[src/rtl/mux_canal_scanner.sv]
// rtl/mux_canal_scanner.sv - mux select sequencer with per-channel capture and hold/park mode
// Optional: define SCAN_GRAY_SEL_EN to drive o_sel as Gray(ch) instead of binary ch.
module mux_canal_scanner #(
  parameter int N_CH  = 8,
  parameter int SEL_W = 3,
  parameter int DWELL = 4
) (
  input  logic             i_clk,
  input  logic             i_rst,
  input  logic             i_enable,
  input  logic             i_hold,
  input  logic [SEL_W-1:0] i_hold_ch,
  input  logic             i_mux_s,
  output logic [SEL_W-1:0] o_sel,
  output logic [N_CH-1:0]  o_sample,
  output logic             o_frame_done,
  output logic             o_busy
);

  localparam int CNT_W = (DWELL > 1) ? $clog2(DWELL) : 1;
  localparam logic [SEL_W-1:0] LAST_CH  = SEL_W'(N_CH - 1);
  localparam logic [CNT_W-1:0] LAST_CNT = CNT_W'(DWELL - 1);

  typedef enum logic [1:0] {S_IDLE, S_SCAN, S_HOLD} state_t;

  state_t             r_state;
  logic [SEL_W-1:0]   r_ch;
  logic [CNT_W-1:0]   r_cnt;
  logic [SEL_W-1:0]   r_sel;
  logic [N_CH-1:0]    r_sample;
  logic               r_frame_done;
  logic               r_busy;

  logic [SEL_W-1:0]   w_hold_ch;
  logic [SEL_W-1:0]   w_ch_next;
  logic               w_dwell_end;

  // Channel index stays binary; only the select encoding changes between builds.
  function automatic logic [SEL_W-1:0] to_sel(input logic [SEL_W-1:0] ch);
`ifdef SCAN_GRAY_SEL_EN
    return ch ^ (ch >> 1);
`else
    return ch;
`endif
  endfunction

  assign w_hold_ch   = (i_hold_ch > LAST_CH) ? LAST_CH : i_hold_ch;
  assign w_ch_next   = (r_ch == LAST_CH) ? '0 : r_ch + SEL_W'(1);
  assign w_dwell_end = (r_cnt == LAST_CNT);

  always_ff @(posedge i_clk) begin
    if (i_rst) begin
      r_state      <= S_IDLE;
      r_ch         <= '0;
      r_cnt        <= '0;
      r_sel        <= '0;
      r_sample     <= '0;
      r_frame_done <= 1'b0;
      r_busy       <= 1'b0;
    end else begin
      r_frame_done <= 1'b0;
      case (r_state)
        S_IDLE: begin
          if (i_hold) begin
            r_state <= S_HOLD;
            r_ch    <= w_hold_ch;
            r_cnt   <= '0;
            r_sel   <= to_sel(w_hold_ch);
            r_busy  <= 1'b1;
          end else if (i_enable) begin
            r_state <= S_SCAN;
            r_ch    <= '0;
            r_cnt   <= '0;
            r_sel   <= to_sel('0);
            r_busy  <= 1'b1;
          end
        end

        S_SCAN: begin
          if (w_dwell_end) r_sample[r_ch] <= i_mux_s;
          // Hold may arrive on any cycle; a capture on the same cycle still lands.
          if (i_hold) begin
            r_state <= S_HOLD;
            r_ch    <= w_hold_ch;
            r_cnt   <= '0;
            r_sel   <= to_sel(w_hold_ch);
          end else if (w_dwell_end) begin
            r_cnt <= '0;
            r_ch  <= w_ch_next;
            r_sel <= to_sel(w_ch_next);
            if (r_ch == LAST_CH) begin
              r_frame_done <= 1'b1;
              if (!i_enable) begin
                r_state <= S_IDLE;
                r_busy  <= 1'b0;
              end
            end
          end else begin
            r_cnt <= r_cnt + CNT_W'(1);
          end
        end

        S_HOLD: begin
          if (w_dwell_end) r_sample[r_ch] <= i_mux_s;
          if (i_hold) begin
            r_ch  <= w_hold_ch;
            r_sel <= to_sel(w_hold_ch);
            r_cnt <= w_dwell_end ? '0 : r_cnt + CNT_W'(1);
          end else if (i_enable) begin
            r_state <= S_SCAN;
            r_ch    <= '0;
            r_cnt   <= '0;
            r_sel   <= to_sel('0);
          end else begin
            r_state <= S_IDLE;
            r_ch    <= '0;
            r_cnt   <= '0;
            r_sel   <= '0;
            r_busy  <= 1'b0;
          end
        end

        default: begin
          r_state <= S_IDLE;
          r_ch    <= '0;
          r_cnt   <= '0;
          r_sel   <= '0;
          r_busy  <= 1'b0;
        end
      endcase
    end
  end

  assign o_sel        = r_sel;
  assign o_sample     = r_sample;
  assign o_frame_done = r_frame_done;
  assign o_busy       = r_busy;

endmodule
[config.mk]
export PLATFORM = sky130hd
export DESIGN_NAME = mux_canal_scanner
export DESIGN_NICKNAME = d
export VERILOG_FILES = /design/src/rtl/mux_canal_scanner.sv
export SDC_FILE = /design/constraint.sdc
export NUM_CORES = 1
export LEC_CHECK = 0
export BUFFER_PORTS_ARGS = -buffer_cell sky130_fd_sc_hd__buf_2
export CORE_AREA = 2 2 48 50
export CTS_CLUSTER_SIZE = 40
export DETAILED_ROUTE_END_ITERATION = 8
export DIE_AREA = 0 0 50 52
export GPL_TIMING_DRIVEN = 0
export PLACE_DENSITY_LB_ADDON = 0.3
export SETUP_SLACK_MARGIN = 0.5
export SYNTH_ARGS = -nofsm -noshare
export SYNTH_HDL_FRONTEND = slang
export SYNTH_SLANG_ARGS = --single-unit
[constraint.sdc]
create_clock -name i_clk -period 1.5 [get_ports i_clk]
set_input_delay 0.45 -clock i_clk [delete_from_list [all_inputs] [get_ports i_clk]]
set_output_delay 0.45 -clock i_clk [all_outputs]
set_load 0.1 [all_outputs]
; After elaboration in Yosys (flattened, before gate mapping)
; Index checks and enable logic that the tools add are counted.
[word_totals]
ff_bits = 17
in_bits = 8
out_inout_bits = 13
wordCells = 68
[op_classes]
add_sub_neg = 2
magnitude_cmp = 3
eq_ne = 12
muxes = 35
n_bitwise = 2
n_reduce_logical = 8
[op_table]
columns = op, count
row1 = $mux 2, 12
row2 = $mux 3, 7
row3 = $ne 3x3->1 const B, 4
row4 = $pmux 2 s3, 2
row5 = $mux 1, 10
row6 = $reduce_and 5->1, 2
row7 = $pmux 3 s3, 1
row8 = $bwmux 8, 1
row9 = $ne 2x2->1 const B, 4
row10 = $eq 2x2->1 const B, 2
row11 = $lt 3x4->1 const B, 1
row12 = $reduce_and 2->1, 2
row13 = $reduce_or 4->1, 1
row14 = $add 3x1->3 const B, 1
row15 = $demux 1 s3, 1
row16 = $eq 3x3->1 const B, 1
row17 = $ge 3x1->1 const B, 1
row18 = $gt 3x3->1 const B, 1
row19 = $pmux 1 s3, 1
row20 = $add 2x1->2 const B, 1
row21 = $eq 2x1->1 const B, 1
row22 = $logic_not 2->1, 1
row23 = $not 1->1, 2
row24 = $reduce_or 2->1, 1
row25 = $logic_and 1x1->1, 1

; Depth between registers and ports, before layout
[depth]
depth_word = 5
ltp_mapped = 6
depth_no_buf = 6

; Worst setup path after synthesis
; No wires, ideal clock.
[synth_timing]
path_kind = register to register
startpoint = register o_sel[0] (netlist name)
endpoint = register r_state[0]
setup_ps = 71
arrival_ps = 2372
required_time_ps = 1429
setup_slack_ps = -943
stages_incl_launch_ff = 7
period_less_slack_ps = 2443
cell_sequence = dfxtp_1 ha_1 ha_1 nand2b_1 a22o_1 or4b_1 a21oi_1
[synth_rtl]
columns = element, line_no
row1 = "end signal, assigned", 53  ; r_state <= S_IDLE;
row2 = "end signal, assigned", 65  ; r_state <= S_HOLD;
row3 = "end signal, assigned", 71  ; r_state <= S_SCAN;
row4 = "end, declared", 26  ; state_t r_state;

; Final worst setup path
[layout_timing]
startpoint = register r_state[1]
endpoint = register r_state[0]
[layout_via]
elab_chain_cells = 3
elab_cells_between_ends = 10
cone_classes = eq/ne: 7 / mux: 1 / reduce/logical: 2
[layout_rtl]
columns = element, line_no
row1 = "$eq 2x1->1, or another cell as far along", 62  ; case (r_state)
row2 = $ne 3x3->1 (no source line) / $ne 2x2->1 (equally long branches), --
row3 = $reduce_and 5->1 (no source line), --
; Several ways; a longest one is shown, not always the timed one.
; A chain may end at the register's enable or synchronous reset.

==> summary.txt <==
Worst setup path
  – CP Launch Type: flip-flop
  – CP Max Fanout: 4
  – Crit end category: flip-flop
  – Worst Path Arrival: 1830 ps
  – Worst path top cell family by delay: simple AND/OR/NAND/NOR gates
  – Max stage delay on crit path: 480 ps
  – Crit-path slowest cell: or4b_4
  – CP required: 1720 ps
  – Critical path class: flip-flop to flip-flop
  – CP Cell Sequence: inv_4 > ha_4 > nor2b_4 > a22o_1 > or4b_4 > a21oi_2
  – Worst Path Buf+Inv: 1

Routing
  – Initial DRC count: 24
  – Final WL: 2970 µm
  – Vias per cell: 5.50
  – Antenna viol nets, final: 0
  – Via Count: 1040
  – Residual DRC: 0
  – Pre-Repair DR Iteration Count: 4
  – Drt wl/cell: 15.7 µm

Yosys
  – Adder-cell share of the synthesized area: 10.6%
  – Yosys warns: 0
  – Largest family of logic cells by synthesized area: simple AND/OR/NAND/NOR gates
  – Synth area leaders: dfxtp_1, ha_1, a21oi_1
  – Area share of and/or/nand/nor cells after synthesis: 26.3%
  – Post-Syn Area per Cell: 8.28 µm²
  – Post-synthesis compound-gate area fraction: 19.9%
  – Area fraction of the dominant cell type after synthesis: 36.1%
  – Syn Nets: 130
  – Sequential share of the synthesized area: 36.1%
  – Count of cell types in the netlist: 27
  – Number of flops mapped to enable cells by yosys: 0
  – Mux contribution to synthesized area: 3.18%
  – Top_reg_cell synth: dfxtp_1
  – Flops & latches, synth: 17
  – Most area-hungry cell type in the Yosys netlist: dfxtp_1
  – Post-Synth XOR/XNOR Area: 0%
  – Cells after synthesis: 114
  – Cell Area, Synth: 943 µm²
  – Async SR Flop Fraction: 0%

Clock network
  – H-tree levels: 1
  – CTS tree: done
  – Clock slew at reported path FFs: 110 ps
  – Root Buffer: clkbuf_4
  – Longest Clk Path Bufs: 2
  – TritonCTS Buffers: 3
  – TritonCTS Sinks: 17
  – Worst skew pair latency: 290 ps

Pwr
  – Net Sw Frac: 38.1%
  – NetSw: 0.566 mW
  – Leak Pwr: 0.642 nW
  – Seq pwr share: 34.1%
  – Clock power frac: 17.1%
  – Maximum vdd ir drop: 0.000803 V
  – Comb power frac: 48.7%
  – Cell area power density: 871 nW/µm²
  – Cell Int Power: 0.917 mW

Floorplan
  – Initial Util: 44.8%
  – Die X: 50 µm
  – # IOs: 21
  – Die ar.: 2600 µm²
  – Die Y: 52 µm
  – Core ar.: 2110 µm²
  – FP Rows: 17

Timing
  – Peak Freq: 620 MHz
  – Final Max Slew Viols: 0
  – Setup violations, final: 6
  – Final period util: 108%
  – Slew @ Worst Pin: 486 ps
  – Hold Slack: 429 ps
  – Minimum clock period: 1610 ps
  – Setup WS post-layout: -114 ps
  – Fin. Hold Viols: 0
  – RSZ-0062 raised after global routing: true
  – Slew headroom: 67.6%
  – Skew final: 8.88 ps

Placement
  – Cells after DPL: 160
  – DP Area: 1170 µm²
  – Routability cong.: 0.843
  – Post-DP HPWL: 1500 µm
  – Pre-CTS WS: -308 ps
  – Port-buffer cells: 18

Global route
  – Met3 Track Usage GR: 4.02%
  – Total gr overflow: 0
  – Vias in the first global route: 982
  – Met1 Resource Use GR: 26.5%
  – Global-route wire length before repair: 4450 µm
  – Largest net degree at the start of global routing: 11
  – Gr usage total: 22.8%
  – Met2 GRT Util: 41.9%
  – Initial antenna violation count: 0
  – Busiest layer in global routing: met2

Final layout
  – Layout cells sized above 1: 53.4%
  – Final antenna diode count: 0
  – Cell Count, Final, Fillers Out: 189
  – Layout area overhead: 80.5%
  – Final net count: 178
  – Final Cell Area: 1700 µm²
  – Fill cells: 121

Flow run
  – Max-cap violations: 0

Run status
  – Failing checks: negative setup slack
  – Status: finished, violations left

Min path
  – Min-delay worst type: primary input to flip-flop
==> power groups by stage <==
stage / clock (mW) / sequential (mW) / combinational (mW)
floorplan: 0 / 0.627 / 0.240
global placement: 0 / 0.516 / 0.423
detailed placement: 0 / 0.519 / 0.428
CTS: 0.260 / 0.505 / 0.637
global route: 0.286 / 0.510 / 0.768
finish: 0.254 / 0.506 / 0.722
==> worst reg2reg max path, delay by kind of cell, from the launching register on <==
kind                     cells  cell delay, ps
AND/OR/NAND/NOR              2             620
flip-flops                   1             370
AO/OA/AOI/OAI                2             340
adder cells (fa/ha/maj)      1             160
buffers and inverters        1              50
==> through the flow <==
step,utilization [%],setup TNS [ps],total power [mW]
after global placement,55.6,-845,0.939
after CTS,76.4,-188,1.40
after detailed placement,55.6,-1130,0.947
final,80.9,-232,1.48
after floorplan,-,-377,0.866
after global routing,80.9,-787,1.56
==> path summary, 6_finish.rpt <==
path                     start    endpoint  slack [ps]  cells past startpoint
hold / removal    i_hold_ch[2]    o_sel[2]         430                      3
hold reg to reg       r_cnt[0]    r_cnt[0]         510                      2
setup reg to reg    r_state[1]  r_state[0]        -110                      6
setup / recovery    r_state[1]  r_state[0]        -110                      6
==> what timing repair did <==
item,4_1_cts,5_1_grt
hold endpoints to repair,0,0
gates resized for setup,69,13
pin swaps,9,13
setup endpoints to repair,30,30
hold buffers,0,0
buffers inserted,20,5
==> flip-flops by register name (all words and copies together), names as in the netlist <==
name	count
o_sample	8
o_sel	3
r_cnt	2
r_state	2
o_busy	1
o_frame_done	1
==> area by class of cell <==
type	count	area [µm²]	area share, %
Clock buffer	3	22.5	1.32
Tap cell	28	35.0	2.06
Timing Repair Buffer	43	495	29.1
Clock inverter	1	5.00	0.294
Sequential cell	17	395	23.2
Buffer	4	22.5	1.32
Multi-Input combinational cell	89	707	41.5
Inverter	4	20.0	1.18
==> logic make-up after synthesis <==
logic type               after synthesis
AND/OR/NAND/NOR                       47
AO/OA/AOI/OAI                         31
flip-flops                            17
buffers and inverters                  8
adder cells (fa/ha/maj)                8
multiplexers                           3
==> synthesized netlist by cell type, types with 2 or more instances <==
| cell | count |
|---|---|
| o21ai_0 | 8 |
| dfxtp_1 | 17 |
| a32oi_1 | 3 |
| nand3_1 | 2 |
| o21a_1 | 2 |
| nand2_1 | 12 |
| nor3_1 | 3 |
| clkbuf_1 | 3 |
| o21ai_1 | 2 |
| nand2b_1 | 5 |
| mux2i_1 | 3 |
| nand3b_1 | 4 |
| ha_1 | 8 |
| nor2_1 | 13 |
| a21oi_1 | 11 |
| or3_1 | 2 |
| a22o_1 | 2 |
| nor3b_1 | 2 |
| inv_1 | 4 |
==> layer usage <==
metal  wire (µm)  vias to the layer above
li1            -                      507
met1        1190                      500
met2        1650                       29
met3         100                        4
met4          27                        0
met5           0                        -
==> placed cells by master (no fill, tap or decap), drive strengths merged <==
cell    count
inv         4
buf        44
nor2b       1
nor4b       1
nor3        3
a22o        2
a211oi      1
a31oi       1
clkinv      1
a32oi       3
a21oi      11
or4b        1
ha          8
o21a        2
mux2i       3
or4         1
or3         2
clkbuf      6
dfxtp      17
nand3b      4
nand3       2
o21ai      10
nand2      12
nor2       13
nor3b       2
o21ba       1
nand2b      5
Note: power is estimated with default switching activity, not from simulation.
